$ cat config.mk
export PLATFORM = sky130hd
export DESIGN_NAME = pipeline_hazard_controller
export DESIGN_NICKNAME = d
export VERILOG_FILES = /design/src/rtl/pipeline_hazard_controller_pkg.sv /design/src/rtl/pipeline_hazard_controller_load_use_detect.sv /design/src/rtl/pipeline_hazard_controller.sv
export SDC_FILE = /design/constraint.sdc
export NUM_CORES = 1
export LEC_CHECK = 0
export CAP_MARGIN = 10
export CORE_MARGIN = 2
export CORE_UTILIZATION = 44
export DETAILED_ROUTE_END_ITERATION = 10
export PLACE_DENSITY = 0.85
export SLEW_MARGIN = 0
export SYNTH_ARGS = -nofsm -noshare
export SYNTH_HDL_FRONTEND = slang
export SYNTH_HIERARCHICAL = 1
export SYNTH_SLANG_ARGS = --single-unit
$ cat constraint.sdc
create_clock -name clock -period 2.58 [get_ports clock]
set_input_delay 0.516 -clock clock [delete_from_list [all_inputs] [get_ports clock]]
set_output_delay 0.516 -clock clock [all_outputs]
set_load 0.005 [all_outputs]
$ cat src/rtl/pipeline_hazard_controller_pkg.sv
// Shared pipeline definitions: hazard FSM states, NOP, next-PC select codes.
// Used by pipeline_hazard_controller and its load-use detector.
package pipeline_hazard_controller_pkg;

    typedef enum logic [1:0] {
        RUN        = 2'd0,
        LOAD_STALL = 2'd1,
        MEM_WAIT   = 2'd2
    } hz_state_e;

    localparam logic [31:0] NOP = 32'h00000013;

    localparam logic [1:0] NPC_SEQ    = 2'b00;
    localparam logic [1:0] NPC_BRANCH = 2'b01;
    localparam logic [1:0] NPC_JAL    = 2'b10;
    localparam logic [1:0] NPC_JALR   = 2'b11;

    localparam int LD_CNT_W = 2;
    localparam int TO_CNT_W = 8;

    // x0 is never a real producer, so a load to it cannot create a hazard
    function automatic logic load_hit(
        input logic       mem_read,
        input logic [4:0] rd,
        input logic [4:0] rs1,
        input logic [4:0] rs2,
        input logic       use1,
        input logic       use2
    );
        return mem_read && (rd != 5'd0) &&
               ((use1 && (rd == rs1)) || (use2 && (rd == rs2)));
    endfunction

endpackage

$ cat src/rtl/pipeline_hazard_controller_load_use_detect.sv
// Combinational load-use comparison of the decode sources against
// the loads sitting in execute and memory1.
module load_use_detect
    import pipeline_hazard_controller_pkg::*;
(
    input  logic [4:0] rs1_decode,
    input  logic [4:0] rs2_decode,
    input  logic       uses_rs1_decode,
    input  logic       uses_rs2_decode,
    input  logic [4:0] rd_execute,
    input  logic       memRead_execute,
    input  logic [4:0] rd_memory1,
    input  logic       memRead_memory1,
    output logic       hit_ex,
    output logic       hit_m1
);

    assign hit_ex = load_hit(memRead_execute, rd_execute,
                             rs1_decode, rs2_decode,
                             uses_rs1_decode, uses_rs2_decode);

    assign hit_m1 = load_hit(memRead_memory1, rd_memory1,
                             rs1_decode, rs2_decode,
                             uses_rs1_decode, uses_rs2_decode);

endmodule

$ cat src/rtl/pipeline_hazard_controller.sv
// Stall/flush sequencer for the seven-stage pipe. Optional performance
// counters are enabled with the HAZARD_PERF_COUNTERS_EN macro.
module pipeline_hazard_controller
    import pipeline_hazard_controller_pkg::*;
#(
    parameter int unsigned MEM_TIMEOUT = 255,
    parameter int unsigned PERF_WIDTH  = 32
)(
    input  logic       clock,
    input  logic       reset,
    input  logic [4:0] rs1_decode,
    input  logic [4:0] rs2_decode,
    input  logic       uses_rs1_decode,
    input  logic       uses_rs2_decode,
    input  logic [4:0] rd_execute,
    input  logic       memRead_execute,
    input  logic [4:0] rd_memory1,
    input  logic       memRead_memory1,
    input  logic [1:0] next_PC_select_execute,
    input  logic       branch_execute,
    input  logic       d_mem_ready,
    input  logic       d_mem_busy,
    output logic       stall,
    output logic       stall_mem_wb,
    output logic       flush_fetch,
    output logic [1:0] state,
    output logic       mem_timeout
`ifdef HAZARD_PERF_COUNTERS_EN
    ,
    output logic [PERF_WIDTH-1:0] perf_load_stalls,
    output logic [PERF_WIDTH-1:0] perf_mem_stalls,
    output logic [PERF_WIDTH-1:0] perf_flushes
`endif
);

    localparam logic [TO_CNT_W-1:0] TO_LIMIT = TO_CNT_W'(MEM_TIMEOUT);

    hz_state_e           state_q, state_d;
    logic [LD_CNT_W-1:0] ld_cnt_q, ld_cnt_d;
    logic [TO_CNT_W-1:0] to_cnt_q, to_cnt_d;
    logic                mem_timeout_q, mem_timeout_d;

    logic hit_ex;
    logic hit_m1;
    logic redirect;
    logic mem_wait;

    load_use_detect u_detect (
        .rs1_decode      (rs1_decode),
        .rs2_decode      (rs2_decode),
        .uses_rs1_decode (uses_rs1_decode),
        .uses_rs2_decode (uses_rs2_decode),
        .rd_execute      (rd_execute),
        .memRead_execute (memRead_execute),
        .rd_memory1      (rd_memory1),
        .memRead_memory1 (memRead_memory1),
        .hit_ex          (hit_ex),
        .hit_m1          (hit_m1)
    );

    assign redirect = next_PC_select_execute[1] |
                      ((next_PC_select_execute == NPC_BRANCH) & branch_execute);
    assign mem_wait = d_mem_busy & ~d_mem_ready;

    always_ff @(posedge clock) begin
        if (reset) begin
            state_q       <= RUN;
            ld_cnt_q      <= '0;
            to_cnt_q      <= '0;
            mem_timeout_q <= 1'b0;
        end else begin
            state_q       <= state_d;
            ld_cnt_q      <= ld_cnt_d;
            to_cnt_q      <= to_cnt_d;
            mem_timeout_q <= mem_timeout_d;
        end
    end

    // Cache wait overrides everything and holds the load counter
    always_comb begin
        state_d  = state_q;
        ld_cnt_d = ld_cnt_q;
        if (mem_wait) begin
            state_d = MEM_WAIT;
        end else begin
            unique case (state_q)
                RUN: begin
                    if (redirect) begin
                        ld_cnt_d = '0;
                    end else if (hit_ex) begin
                        ld_cnt_d = LD_CNT_W'(1);
                        state_d  = LOAD_STALL;
                    end
                end
                LOAD_STALL: begin
                    if (redirect) begin
                        ld_cnt_d = '0;
                        state_d  = RUN;
                    end else begin
                        if (ld_cnt_q != '0) begin
                            ld_cnt_d = ld_cnt_q - LD_CNT_W'(1);
                        end
                        state_d = (ld_cnt_d == '0) ? RUN : LOAD_STALL;
                    end
                end
                MEM_WAIT: begin
                    if (ld_cnt_q != '0) begin
                        state_d = LOAD_STALL;
                    end else if (hit_ex) begin
                        ld_cnt_d = LD_CNT_W'(1);
                        state_d  = LOAD_STALL;
                    end else begin
                        state_d = RUN;
                    end
                end
                default: begin
                    ld_cnt_d = '0;
                    state_d  = RUN;
                end
            endcase
        end
    end

    always_comb begin
        stall        = 1'b0;
        stall_mem_wb = 1'b0;
        flush_fetch  = 1'b0;
        if (mem_wait) begin
            stall        = 1'b1;
            stall_mem_wb = 1'b1;
        end else begin
            unique case (state_q)
                RUN: begin
                    if (redirect) begin
                        flush_fetch = 1'b1;
                    end else if (hit_ex | hit_m1) begin
                        stall = 1'b1;
                    end
                end
                LOAD_STALL: begin
                    if (redirect) begin
                        flush_fetch = 1'b1;
                    end else begin
                        stall = 1'b1;
                    end
                end
                MEM_WAIT: begin
                    stall = (ld_cnt_q == '0) & (hit_ex | hit_m1);
                end
                default: begin
                    stall = 1'b0;
                end
            endcase
        end
    end

    always_comb begin
        to_cnt_d = '0;
        if (mem_wait) begin
            to_cnt_d = (to_cnt_q >= TO_LIMIT) ? to_cnt_q
                                              : to_cnt_q + TO_CNT_W'(1);
        end
        mem_timeout_d = mem_timeout_q | (mem_wait & (to_cnt_d == TO_LIMIT));
    end

    assign state       = state_q;
    assign mem_timeout = mem_timeout_q;

`ifdef HAZARD_PERF_COUNTERS_EN
    logic [PERF_WIDTH-1:0] perf_load_q, perf_load_d;
    logic [PERF_WIDTH-1:0] perf_mem_q, perf_mem_d;
    logic [PERF_WIDTH-1:0] perf_flush_q, perf_flush_d;

    always_comb begin
        perf_load_d  = perf_load_q + PERF_WIDTH'(stall & ~mem_wait);
        perf_mem_d   = perf_mem_q + PERF_WIDTH'(mem_wait);
        perf_flush_d = perf_flush_q + PERF_WIDTH'(flush_fetch);
    end

    always_ff @(posedge clock) begin
        if (reset) begin
            perf_load_q  <= '0;
            perf_mem_q   <= '0;
            perf_flush_q <= '0;
        end else begin
            perf_load_q  <= perf_load_d;
            perf_mem_q   <= perf_mem_d;
            perf_flush_q <= perf_flush_d;
        end
    end

    assign perf_load_stalls = perf_load_q;
    assign perf_mem_stalls  = perf_mem_q;
    assign perf_flushes     = perf_flush_q;
`endif

endmodule

==> results.md <==
- First-pass DRT Iterations: 4
- Critical Path, Cell by Cell: clkdlybuf4s15_1 > or4_4 > o21ai_2 > a21oi_2 > o32ai_2 > nand2_1 > buf_2
- Post-synth EDFFs: 0
- WL/cell: 14.2 um
- I/O pin count: 37
- Clk_lat worst skew: just under 0.3 ns
- Layout net count: 206
- Total grt overflow: 0
- Setup_tns: 0 ns
- Fmax: 408 MHz
- Synth async-reset ratio: 0
- Post-synth top flop: dfxtp_1
- Worst Path Required: 2.06 ns
- N_diodes: 0
- CP Class: in2out
- Met1 Use GR: 0.241
- Fill count: 191
- Worst setup path endpoint: stall
- Global routing's busiest layer: met2
- #FFs+latches synth: 13
- Post-DRT Antenna Nets: 0
- Area Growth Syn to Fin: 48.6%
- PwrDens: ~310 nW/um2
- CTS tree: done
- Yosys warnings: 6
- Vias in the first global route: about 1100
- Hold_ws: 0.487 ns
- Die Footprint: approximately 2700 um2
- Final Util: 0.693
- Total power: 0.469 mW
- Clk Tree Root Cell: clkbuf_4
- Post-synthesis cell type count: 40
- Register area share after synthesis: 0.252
- DRC: 0
- H-tree depth: 1
- CP max stage delay: 0.56 ns
- Clk pin slew, worst setup/hold paths: 0.08 ns
- Synthesized instance count: 126
- GP Congestion: 0.851
- Final setup viols: 0
- Tightest Pin Transition: 0.330 ns
- Top cell type's share of synthesized area: 0.252
- Fin crit period: 2.45 ns
- Tot GR Track Use: 0.221
- Critical Path Start: rd_execute[1]
- Max Clock Skew: 0.00461 ns
- Post CTS Setup Buffer Count: 0
- Unrepaired setup endpoints after global routing: false
- Mapped Avg Cell Area: 8.19 um2
- Global-route wire length before repair: 4.57 mm
- # clock sinks: 13
- Tcrit/Tclk final: 0.950
- Slew margin rel.: 0.774
- Top cells by area, synth: dfxtp_1 (25%), xor2_1 (14%), a31oi_1 (4.8%)
- Vias: 1122
- Max-cap check violation count: 0
- Leakage: roughly 0.60 nW
- DR iter-0 viols: 27
- CORE AREA: 2210 um2
- Post-Syn Nets: 158
- Design area: 1530 um2
- Met2 GRT Util: 0.415
- Via density: 5.58
- Total CTS buffers: 3
- R2R Path End: mem_timeout$_SDFF_PP0_
- Worst Setup Start Kind: primary input
- DP Area: approximately 1500 um2
- Die Width: ~52 um
- WL final: 2.85 mm
- Crit-path max FO: 3
- Yosys top cell by area: dfxtp_1
- Slew Limit Fails: 0
- R2R setup slack: approximately 0.75 ns
- R2R Path Start: to_cnt_q[1]$_SDFF_PP0_
- Dominant cell by count in the synthesized netlist: xor2_1
- Worst EP arrival: 1.93 ns
- Synth cell count leaders: xor2_1 (17), dfxtp_1 (13), o21ai_0 (10)
- Grt met3 use: 0.0343
- Post-DP HPWL: 2.16 mm
- Status: finished, final reports clean
- HP Class: reg2reg
- Largest net degree at the start of global routing: 11
- Antenna violations before repair: 0
- Reg2Reg Depth: 6
- Die Y: 52.4 um
- Worst setup EP type: output port
- Ratio of cells with drive above 1 in the final layout: 0.202
- Max clock buf depth: 2
- Initial core utilization: 0.467
- Rows: 17
- Peak supply drop: 0.312 mV
- Final hold violations: 0
- PortBufs: 36
- Crit path max-delay cell type: or4_4
- Post-Syn Area: 1030 um2
==> flip-flops by register name, indices dropped and copies added, names as in the netlist <==
name and flops:
state 2, mem_timeout 1, to_cnt_q 8, ld_cnt_q 2
==> repair_timing <==
item / 4_1_cts / 5_1_grt
pin swaps: 11 / 12
resized for setup: 24 / 9
hold buffers: 0 / 0
endpoints found under the setup margin: 1 / 1
==> worst max-delay path: cells and delay by family <==
kind / cells / cell delay, ns
buffers and inverters: 2 / 0.36
AND/OR/NAND/NOR: 2 / 0.63
AO/OA/AOI/OAI: 3 / 0.43
==> cells by family (layout without fill, tap and decap cells) <==
group | after synthesis | in the layout | share of synthesized area
and+or+nand+nor | 46 | 46 | 0.284
DFF | 13 | 13 | 0.252
xor gates and xnor gates | 22 | 22 | 0.187
buffers and inverters | 8 | 55 | 0.0461
AOI/OAI and AO/OA | 35 | 35 | 0.210
adders and majority gates | 1 | 1 | 0.0121
muxes | 1 | 1 | 0.00970
==> cell type report <==
class | instances | area, um2 | share of cell area
Clock inverter | 1 | 5.00 | 0.00326
Multi-Input combinational cell | 105 | 772 | 0.503
Sequential cell | 13 | 260 | 0.170
Timing Repair Buffer | 46 | 414 | 0.270
Inverter | 5 | 25.0 | 0.0163
Clock buffer | 3 | 22.5 | 0.0147
Tap cell | 28 | 35.0 | 0.0228
==> layer usage <==
layer | routed length [um] | up-vias | share of wire
li1 | - | 555 | -
met1 | 1230 | 515 | 0.43
met2 | 1350 | 45 | 0.47
met3 | 219 | 7 | 0.077
met4 | 50 | 0 | 0.018
met5 | 0 | - | 0
==> worst min path at each step <==
stage	start	to	cells after the start
final	mem_timeout$_SDFF_PP0_	mem_timeout$_SDFF_PP0_	2
after floorplan	mem_timeout$_SDFF_PP0_	mem_timeout$_SDFF_PP0_	2
after CTS	mem_timeout$_SDFF_PP0_	mem_timeout$_SDFF_PP0_	2
after global placement	mem_timeout$_SDFF_PP0_	mem_timeout$_SDFF_PP0_	2
after detailed placement	mem_timeout$_SDFF_PP0_	mem_timeout$_SDFF_PP0_	2
after global routing	mem_timeout$_SDFF_PP0_	mem_timeout$_SDFF_PP0_	2
==> stage by stage <==
step / setup WS (ns) / cells
2_1_floorplan: 0.507 / 126
3_3_place_gp: -0.457 / 197
3_5_place_dp: -0.525 / 197
4_1_cts: 0.00161 / 201
5_1_grt: 0.0822 / 201
6_report: 0.130 / 201
==> cell usage in the layout, fill, tap and decap left out, types with 3 or more instances in the layout <==
master and n:
a21oi_1 6, a31oi_1 8, buf_4 10, clkbuf_4 3, clkdlybuf4s50_1 17, dfxtp_1 13, dlygate4sd2_1 15, inv_1 3
nand2_1 5, nand2b_1 4, nand3_1 8, nor2_1 6, nor3_1 4, nor4_2 4, o21ai_0 10, xnor2_1 5
xor2_1 17
==> power breakdown <==
part | leakage [nW] | switching, mW | internal (mW)
Clock | 0.0177 | 0.0731 | 0.0577
Combinational | 0.474 | 0.0567 | 0.0754
Sequential | 0.105 | 0.00358 | 0.203
Total | 0.597 | 0.133 | 0.336
Note: power is estimated with default switching activity, not from simulation.
